<file path="src/rtl/compare_window_filt.sv">
// Multi-channel signed window comparator with a consecutive-sample filter and sticky fault latches.
// Optional first-fault capture is built when COMPARE_FIRST_FAULT_EN is defined.
module compare_window_filt #(
    parameter int WIDTH  = 16,
    parameter int CH     = 4,
    parameter int FILTER = 3
) (
    input  logic                              clk_i,
    input  logic                              reset_i,
    input  logic                              sample_i,
    input  logic [CH*WIDTH-1:0]               value_i,
    input  logic [CH*2*WIDTH-1:0]             limits_i,
    input  logic [CH-1:0]                     mask_i,
    input  logic                              clear_i,
    output logic [2*CH-1:0]                   compare_o,
    output logic [2*CH-1:0]                   fault_o,
    output logic                              fault_any_o,
    output logic [((CH > 1) ? $clog2(CH) : 1):0] first_fault_o,
    output logic                              first_valid_o
);

    localparam int IW = (CH > 1) ? $clog2(CH) : 1;
    localparam int NB = 2 * CH;
    localparam int CW = $clog2(FILTER + 1);

    logic [NB-1:0] cond;
    logic [NB-1:0] hit;
    logic [NB-1:0] compare_q;
    logic [NB-1:0] fault_q;
    logic [NB-1:0] fault_d;
    logic          any_q;
    logic [CW-1:0] cnt_q [NB];
    logic [CW-1:0] cnt_d [NB];

    always_comb begin
        logic signed [WIDTH-1:0] v;
        logic signed [WIDTH-1:0] h;
        logic signed [WIDTH-1:0] l;
        cond = '0;
        for (int unsigned k = 0; k < CH; k++) begin
            v = value_i[k*WIDTH +: WIDTH];
            h = limits_i[k*2*WIDTH +: WIDTH];
            l = limits_i[k*2*WIDTH+WIDTH +: WIDTH];
            cond[2*k]   = (v > h);
            cond[2*k+1] = (v < l);
        end
    end

    // Clear wins over a simultaneous sample: that sample is not counted.
    always_comb begin
        hit = '0;
        for (int unsigned j = 0; j < NB; j++) begin
            cnt_d[j] = cnt_q[j];
            if (clear_i) begin
                cnt_d[j] = '0;
            end else if (sample_i) begin
                if (cond[j] && !mask_i[j>>1])
                    cnt_d[j] = (cnt_q[j] == CW'(FILTER)) ? cnt_q[j] : cnt_q[j] + CW'(1);
                else
                    cnt_d[j] = '0;
                hit[j] = (cnt_d[j] == CW'(FILTER));
            end
        end
        fault_d = clear_i ? '0 : (fault_q | hit);
    end

    always_ff @(posedge clk_i) begin
        if (reset_i) begin
            compare_q <= '0;
            fault_q   <= '0;
            any_q     <= 1'b0;
            for (int unsigned j = 0; j < NB; j++)
                cnt_q[j] <= '0;
        end else begin
            if (sample_i)
                compare_q <= cond;
            fault_q <= fault_d;
            any_q   <= |fault_d;
            for (int unsigned j = 0; j < NB; j++)
                cnt_q[j] <= cnt_d[j];
        end
    end

    assign compare_o   = compare_q;
    assign fault_o     = fault_q;
    assign fault_any_o = any_q;

`ifdef COMPARE_FIRST_FAULT_EN
    logic [NB-1:0] newly;
    logic [IW:0]   first_sel;
    logic [IW:0]   first_q;
    logic          valid_q;

    // Lowest newly latched bit wins: lower channel first, H before L.
    always_comb begin
        logic found;
        newly     = fault_d & ~fault_q;
        first_sel = '0;
        found     = 1'b0;
        for (int unsigned j = 0; j < NB; j++) begin
            if (newly[j] && !found) begin
                found     = 1'b1;
                first_sel = {j[0], IW'(j >> 1)};
            end
        end
    end

    always_ff @(posedge clk_i) begin
        if (reset_i || clear_i) begin
            first_q <= '0;
            valid_q <= 1'b0;
        end else if (!valid_q && (|newly)) begin
            first_q <= first_sel;
            valid_q <= 1'b1;
        end
    end

    assign first_fault_o = first_q;
    assign first_valid_o = valid_q;
`else
    assign first_fault_o = '0;
    assign first_valid_o = 1'b0;
`endif

endmodule

</file>
<file path="config.mk">
export PLATFORM = sky130hd
export DESIGN_NAME = compare_window_filt
export DESIGN_NICKNAME = d
export VERILOG_FILES = /design/src/rtl/compare_window_filt.sv
export SDC_FILE = /design/constraint.sdc
export NUM_CORES = 1
export LEC_CHECK = 0
export CAP_MARGIN = 20
export CORE_MARGIN = 10
export CORE_UTILIZATION = 35
export CTS_CLUSTER_DIAMETER = 150
export DETAILED_ROUTE_END_ITERATION = 8
export PLACE_DENSITY = 0.7
export SLEW_MARGIN = 40
export SYNTH_ARGS = -nofsm -noshare
export SYNTH_HDL_FRONTEND = slang
export SYNTH_SLANG_ARGS = --single-unit
</file>
<file path="constraint.sdc">
create_clock -name clk_i -period 3.2 [get_ports clk_i]
set_input_delay 0.64 -clock clk_i [delete_from_list [all_inputs] [get_ports clk_i]]
set_output_delay 0.64 -clock clk_i [all_outputs]
set_load 0.05 [all_outputs]
</file>
After elaboration in Yosys (flattened, before gate mapping). Memory sizes are Yosys's and may differ from the RTL's. Index checks and enable logic that the tools add are counted.

Add/sub/neg operators: 8. $lt $le $gt $ge: 8. Equal/unequal tests: 16. Muxes and demuxes: 76. Bitwise operators: 9. Reductions and logical operators: 13.

Operators by type and width (count): 2-bit 2-to-1 mux (56); 16-bit > comparator (4); 16-bit < comparator (4); 2-bit == test (second input constant) (16); 1-bit 2-to-1 mux (19); 2-bit by 1-bit adder with 2-bit output (second input constant) (8); 1-bit logical AND (8); 8-bit 2-to-1 mux (1); 1-bit bitwise OR (8); 8-bit bitwise OR (1); 8-bit OR reduction (1); 1-bit zero test (4).

Register bits: 17. Bits in writable memories: 16. Output and inout port bits: 21. Memories kept: 1.

Memories: cnt_q (words 8, width 2, read ports 8, clocked after memory_dff 0, wr ports 8, RTL line 32) `logic [CW-1:0] cnt_q [NB];`.

Logic depth before layout (Yosys ltp). Gate-level depths: netlist of run 1. An unclocked memory read counts as a cell.

Depth after elaboration: 12. Mapped depth: 9. Mapped depth without buffers: 9.

Worst setup path after synthesis of run 1. OpenSTA, ideal clock, no wires.

Path type: input to register. Start point: input port limits_i[82]. End point: register any_q, in the netlist fault_any_o. Setup time: 142 ps. Arrival: 2388 ps. Data required time: 3058 ps. Path slack: 669 ps. Stages on the path: 9. Path buffers: 0. Cells stage by stage: inv_1 > ha_1 > a211oi_1 > o21ai_0 > a2111oi_4 > o31a_1 > nand2_1 > a2111oi_0 > a41oi_1.

Cells in the longest elaborated chain, start to end: 11.

Ends and longest elaborated chain: from (decl) (RTL line 12) `input logic [CH*2*WIDTH-1:0] limits_i,`; 16-bit < comparator (RTL line 45) `cond[2*k+1] = (v < l);`; 1-bit logical AND (RTL line 57) `if (cond[j] && !mask_i[j>>1])`; 2-bit 2-to-1 mux (RTL line 57); 2-bit 2-to-1 mux (RTL line 56) `end else if (sample_i) begin`; 2-bit 2-to-1 mux (RTL line 54) `if (clear_i) begin`; 2-bit == test (RTL line 61) `hit[j] = (cnt_d[j] == CW'(FILTER));`; 1-bit 2-to-1 mux (RTL line 56); 1-bit 2-to-1 mux (RTL line 54); 8-bit bitwise OR (RTL line 64) `fault_d = clear_i ? '0 : (fault_q | hit);`; 8-bit 2-to-1 mux (RTL line 64); 8-bit OR reduction (RTL line 78) `any_q <= |fault_d;`; to (signal assigned) (RTL line 78); to (decl) (RTL line 31) `logic any_q;`.

No other way between the ends. The select of a mux whose other input is x is not followed. A chain may end at the register's enable or synchronous reset.

Worst setup path after layout of run 1. Same ends and word-level chain as after synthesis.

==> impl_metrics.json, run 1 <==
{
  "synth.most_common_cell": "sky130_fd_sc_hd__inv_1",
  "hpwl_mm": 13.8,
  "worst_path_arrival_time_ps": 3050,
  "count_of_distinct_cell_types_in_the_synthesized_netlist": 50,
  "setup.worst_path.class": "in2reg",
  "cts_max_level": 2,
  "status": "finished clean",
  "synth_top_area_cell": "sky130_fd_sc_hd__ha_1",
  "num-nets-final": 1166,
  "antenna_found_initial": 0,
  "netlist.area_leader.share_pct": 33.5,
  "area_overhead_vs_synth_pct": 56.2,
  "hold_slack_ps": 474,
  "worstHoldPathType": "reg2reg",
  "cts_repair_resize_count": 0,
  "number_of_enable_flip_flop_cells_after_synthesis": 0,
  "final-setup-viol-count": 0,
  "worst_slack_ps": 275,
  "power_leakage_nw": 3.44,
  "cts.repair_timing.setup_buffer_count": 0,
  "ys_async_sr_fraction_pct": 0,
  "syn_avg_cell_area_um2": 7.55,
  "first_iter_violations": 161,
  "design.portCount": 221,
  "setup_repair_after_global_routing_missed_its_margin": "no",
  "place.port_buffers": 216,
  "ys_seq_area_share_pct": 14.3,
  "cts-buffers-inserted": 5,
  "vdd_drop_max_mv": 0.188,
  "cts.sink_count": 33,
  "buffer_levels_on_the_longest_clock_path": 2,
  "post_place_setup_slack_ps": -11.5,
  "maxSlewViolCount": 0,
  "postSynth.topFlopCell": "sky130_fd_sc_hd__dfxtp_1",
  "timing.final.crit_period_ps": 2920,
  "drt-pass1-iter-count": 5,
  "clkTransAtPathRegs_ps": 50,
  "finalClockSkew_ps": 3.91,
  "maxCapViolCount": 0,
  "max_slew_margin_pct": 61.2,
  "number_of_global_route_vias_before_repair": 5387,
  "post_synth_most_frequent_cells": "sky130_fd_sc_hd__inv_1 (138), sky130_fd_sc_hd__ha_1 (124), sky130_fd_sc_hd__a21oi_1 (53)",
  "fp-row-count": 41,
  "holdBufCountCts": 0,
  "route.vias.total": 5007,
  "horizontal_die_dimension_um": 135,
  "setup.worst_path.end_class": "flip-flop",
  "timing.critical_path.required_ps": 3330,
  "route.antenna.remaining_nets": 0,
  "final_layout_size_suffix_gt1_share_pct": 3.32,
  "synthesis.instances": 614,
  "global_route_total_usage_across_every_layer_pct": 16.3,
  "grt_overflow": 0,
  "timing.final.crit_share_pct": 91.4,
  "drt-total-wl_mm": 15.4,
  "crit_path_start_kind": "primary input",
  "starting_density_pct": 36.3,
  "fillcell_total": 1169,
  "worstSkewPairLatency_ps": 270,
  "die_area_mm2": 0.0182,
  "vias_per_std_cell": 4.93,
  "core_mm2": 0.0128,
  "number_of_antenna_repair_diodes": 0,
  "final-hold-violation-count": 0,
  "power-per-cell-area_mw_per_mm2": 245,
  "ctsRootBufferMaster": "sky130_fd_sc_hd__clkbuf_16",
  "post_synthesis_register_bit_count": 33,
  "worst_pin_slew_ps": 577,
  "wl_per_cell_um": 15.2,
  "cp_max_fo": 2,
  "die_y_um": 135,
  "synthesis.area_mm2": 0.00463,
  "cts_tree": "built",
  "detail_route.drc_violations": 0,
  "grt_start_max_net_pins": 22,
  "gp_routability_congestion": 0.866,
  "synth_warnings": 0,
  "synthTopCellsByArea": "sky130_fd_sc_hd__ha_1 (33%), sky130_fd_sc_hd__dfxtp_1 (14%), sky130_fd_sc_hd__inv_1 (11%)",
  "grt_first_pass_wirelength_mm": 25.0,
  "max_clock_freq_mhz": 342
}
[power by group]
group          switching [mW]  total, mW  leakage (nW)  internal (mW)
sequential            0.00683      0.431         0.268          0.424
combinational           0.360      0.795          3.09          0.435
clock                   0.158      0.546        0.0841          0.388
[registers in the layout, summed over array words and instances, names as in the netlist]
name	cells
cnt_q	16
fault_o	8
compare_o	8
fault_any_o	1
[path summary, 6_finish.rpt]
path                      from      endpoint  slack, ps  cells after the start
hold / removal    compare_o[6]  compare_o[6]        470                      2
setup reg to reg   cnt_q[1][5]   fault_any_o       1600                      6
setup / recovery  limits_i[82]   fault_any_o        280                     10
hold reg to reg   compare_o[6]  compare_o[6]        470                      2
[critical path: stages]
cell and delay [ps]:
sky130_fd_sc_hd__clkdlybuf4s50_1 460, sky130_fd_sc_hd__inv_1 40, sky130_fd_sc_hd__ha_1 280, sky130_fd_sc_hd__a211oi_1 230, sky130_fd_sc_hd__o21ai_0 180, sky130_fd_sc_hd__a2111oi_4 360
sky130_fd_sc_hd__o31a_1 200, sky130_fd_sc_hd__nand2_1 80, sky130_fd_sc_hd__a2111oi_0 410, sky130_fd_sc_hd__a41oi_1 180
[logic make-up after synthesis]
family | after synthesis | synth area share [%]
simple gates | 154 | 17.0
buf+inv | 150 | 12.5
compound gates | 146 | 21.5
fa+ha+maj | 124 | 33.5
flops | 33 | 14.3
mux | 4 | 0.864
xor+xnor | 2 | 0.378
other cells | 1 | 0.0809
[metrics by stage]
step / power [mW] / setup TNS, ps / utilization, % / instance area [um^2] / instances
floorplan: 0.839 / 0 / - / 4650 / 617
global placement: 1.21 / 0 / 55.3 / 7060 / 1007
detailed placement: 1.23 / -11.5 / 55.3 / 7060 / 1007
CTS: 1.79 / 0 / 56.7 / 7240 / 1015
global route: 1.90 / 0 / 56.7 / 7240 / 1015
finish: 1.77 / 0 / 56.7 / 7240 / 1015
[layout make-up]
type                    instances  area [um^2]  area share (%)
clock buffers                   7          143            1.97
clock inverters                 1         30.0           0.415
inverters                     139          522            7.21
multi-input cells             434         3410            47.1
flip-flops and latches         33          661            9.13
well taps                     172          215            2.97
repair buffers                229         2260            31.2
[cell usage in the layout (no fill, tap or decap), types with 5 or more instances in the layout]
cell type,count
sky130_fd_sc_hd__clkbuf_16,5
sky130_fd_sc_hd__nand4_1,23
sky130_fd_sc_hd__or3_1,6
sky130_fd_sc_hd__nand2_1,32
sky130_fd_sc_hd__dfxtp_1,33
sky130_fd_sc_hd__clkdlybuf4s50_1,216
sky130_fd_sc_hd__o2111ai_1,5
sky130_fd_sc_hd__buf_4,13
sky130_fd_sc_hd__a21o_1,6
sky130_fd_sc_hd__o21ai_0,21
sky130_fd_sc_hd__inv_1,138
sky130_fd_sc_hd__nor2b_1,9
sky130_fd_sc_hd__nand3_1,16
sky130_fd_sc_hd__a2111oi_0,6
sky130_fd_sc_hd__nor3_1,6
sky130_fd_sc_hd__a211oi_1,15
sky130_fd_sc_hd__o211ai_1,6
sky130_fd_sc_hd__ha_1,124
sky130_fd_sc_hd__nor2_1,35
sky130_fd_sc_hd__nand2b_1,10
sky130_fd_sc_hd__a21oi_1,53
sky130_fd_sc_hd__o31ai_1,5
[routing by layer]
layer / track usage (%) / part of all wire (%) / vias up
li1: - / - / 2615
met5: 0 / 0 / -
met4: 2.87 / 1.0 / 0
met2: 30.1 / 50 / 147
met3: 4.67 / 7.5 / 12
met1: 18.2 / 42 / 2233
(Power assumes the default switching activity.)
==> run 2, diff against run 1 <==
--- a/config.mk
+++ b/config.mk
@@ -6,11 +6,11 @@
 export NUM_CORES = 1
 export LEC_CHECK = 0
 export CAP_MARGIN = 20
-export CORE_MARGIN = 10
+export CORE_MARGIN = 2
 export CORE_UTILIZATION = 35
 export CTS_CLUSTER_DIAMETER = 150
 export DETAILED_ROUTE_END_ITERATION = 8
-export PLACE_DENSITY = 0.7
+export DONT_BUFFER_PORTS = 1
 export SLEW_MARGIN = 40
 export SYNTH_ARGS = -nofsm -noshare
 export SYNTH_HDL_FRONTEND = slang
==> impl_metrics.json, run 2 (same netlist as run 1, synthesis figures left out) <==
{
  "die_area_mm2": 0.0142,
  "vias_per_std_cell": 5.29,
  "buffer_levels_on_the_longest_clock_path": 2,
  "clkTransAtPathRegs_ps": 50,
  "cts-buffers-inserted": 5,
  "top_register": "cnt_q",
  "cts_max_level": 2,
  "ctsRootBufferMaster": "sky130_fd_sc_hd__clkbuf_16",
  "route.antenna.remaining_nets": 0,
  "number_of_global_route_vias_before_repair": 4275,
  "grt_first_pass_wirelength_mm": 19.5,
  "number_of_antenna_repair_diodes": 0,
  "layout.cells.most_common": "sky130_fd_sc_hd__inv_1",
  "holdBufCountCts": 0,
  "final-setup-viol-count": 0,
  "max_slew_margin_pct": 58.8,
  "maxSlewViolCount": 0,
  "status": "finished clean",
  "core_mm2": 0.0131,
  "timing.critical_path.required_ps": 3320,
  "placed_cells": 785,
  "worstSkewPairLatency_ps": 270,
  "route.vias.total": 4195,
  "wl_per_cell_um": 14.8,
  "timing.final.crit_period_ps": 2580,
  "horizontal_die_dimension_um": 119,
  "grt_start_max_net_pins": 35,
  "path_cells": "inv_1, ha_1, nor3b_1, o21ai_0, a2111oi_4, or3_1, nand3_1, a2111oi_0, a41oi_1",
  "area_overhead_vs_synth_pct": 7.99,
  "antenna_found_initial": 0,
  "cp_max_fo": 4,
  "crit_path_start_kind": "primary input",
  "final-hold-violation-count": 0,
  "place.port_buffers": 0,
  "layout.cells.most_common_list": "sky130_fd_sc_hd__inv_1 (138), sky130_fd_sc_hd__ha_1 (124), sky130_fd_sc_hd__a21oi_1 (53)",
  "drt-pass1-iter-count": 4,
  "die_y_um": 119,
  "drt-total-wl_mm": 11.7,
  "design.portCount": 221,
  "cts_tree": "built",
  "number_of_flip_flops_under_the_largest_register_name": 16,
  "gp_routability_congestion": 0.805,
  "detail_route.drc_violations": 0,
  "crit_slowest_cell": "sky130_fd_sc_hd__a2111oi_4",
  "worstHoldPathType": "in2reg",
  "worst_path_arrival_time_ps": 2710,
  "grt_overflow": 0,
  "num-nets-final": 940,
  "setup.worst_path.class": "in2reg",
  "fp-row-count": 42,
  "cts_repair_resize_count": 0,
  "finalClockSkew_ps": 6.30,
  "setup_repair_after_global_routing_missed_its_margin": "no",
  "power_leakage_nw": 2.56,
  "starting_density_pct": 35.4,
  "setup.worst_path.end_class": "flip-flop",
  "global_route_total_usage_across_every_layer_pct": 16.5,
  "first_iter_violations": 105,
  "final_layout_size_suffix_gt1_share_pct": 2.92,
  "cts.repair_timing.setup_buffer_count": 0,
  "worst_pin_slew_ps": 618,
  "max_clock_freq_mhz": 387,
  "power-per-cell-area_mw_per_mm2": 296,
  "timing.final.crit_share_pct": 80.7,
  "layout.cells.non_filler": 793,
  "maxCapViolCount": 0,
  "vdd_drop_max_mv": 0.195,
  "hpwl_mm": 10.5,
  "critical-path-max-stage-delay_ps": 480,
  "setup-tns-final_ps": 0,
  "cts.sink_count": 33
}
-- run 2: final timing paths --
kind                       end  depth (start not counted)  slack [ps]         start
setup / recovery   fault_any_o                          9         620  limits_i[17]
hold / removal    compare_o[0]                          1         430       reset_i
hold reg to reg    cnt_q[1][6]                          2         480   cnt_q[1][6]
setup reg to reg   fault_any_o                          5        1580    fault_o[5]
-- run 2: critical path, delay by kind of cell --
family	cells	cell delay, ps
fa+ha+maj	1	180
buf+inv	1	20
simple gates	3	530
compound gates	4	1340
-- run 2: final cells by class --
type | count | area [um^2]
clock buffers | 7 | 143
clock inverters | 1 | 30.0
fillers | 1386 | 8080
inverters | 139 | 522
multi-input cells | 434 | 3410
flip-flops and latches | 33 | 661
well taps | 176 | 220
repair buffers | 3 | 22.5
-- run 2: per-stage QoR --
stage	setup slack, ps	hold slack, ps	util (%)	cell area, um^2	total power [mW]
after floorplan	669	458	-	4650	0.839
after global placement	415	465	36.9	4830	0.923
after detailed placement	351	473	36.9	4830	0.940
after CTS	618	426	38.2	5000	1.50
after global routing	276	426	38.2	5000	1.59
final	616	431	38.2	5000	1.48
-- run 2: per-layer routing --
| metal | wire [um] | track usage [%] |
|---|---|---|
| met5 | 0 | 0 |
| met4 | 70 | 2.38 |
| met3 | 779 | 3.78 |
| met2 | 5810 | 30.6 |
| met1 | 5060 | 19.7 |
-- run 2: power breakdown --
part / switching (mW) / internal, mW
logic: 0.259 / 0.203
registers: 0.0421 / 0.424
clock network: 0.165 / 0.388
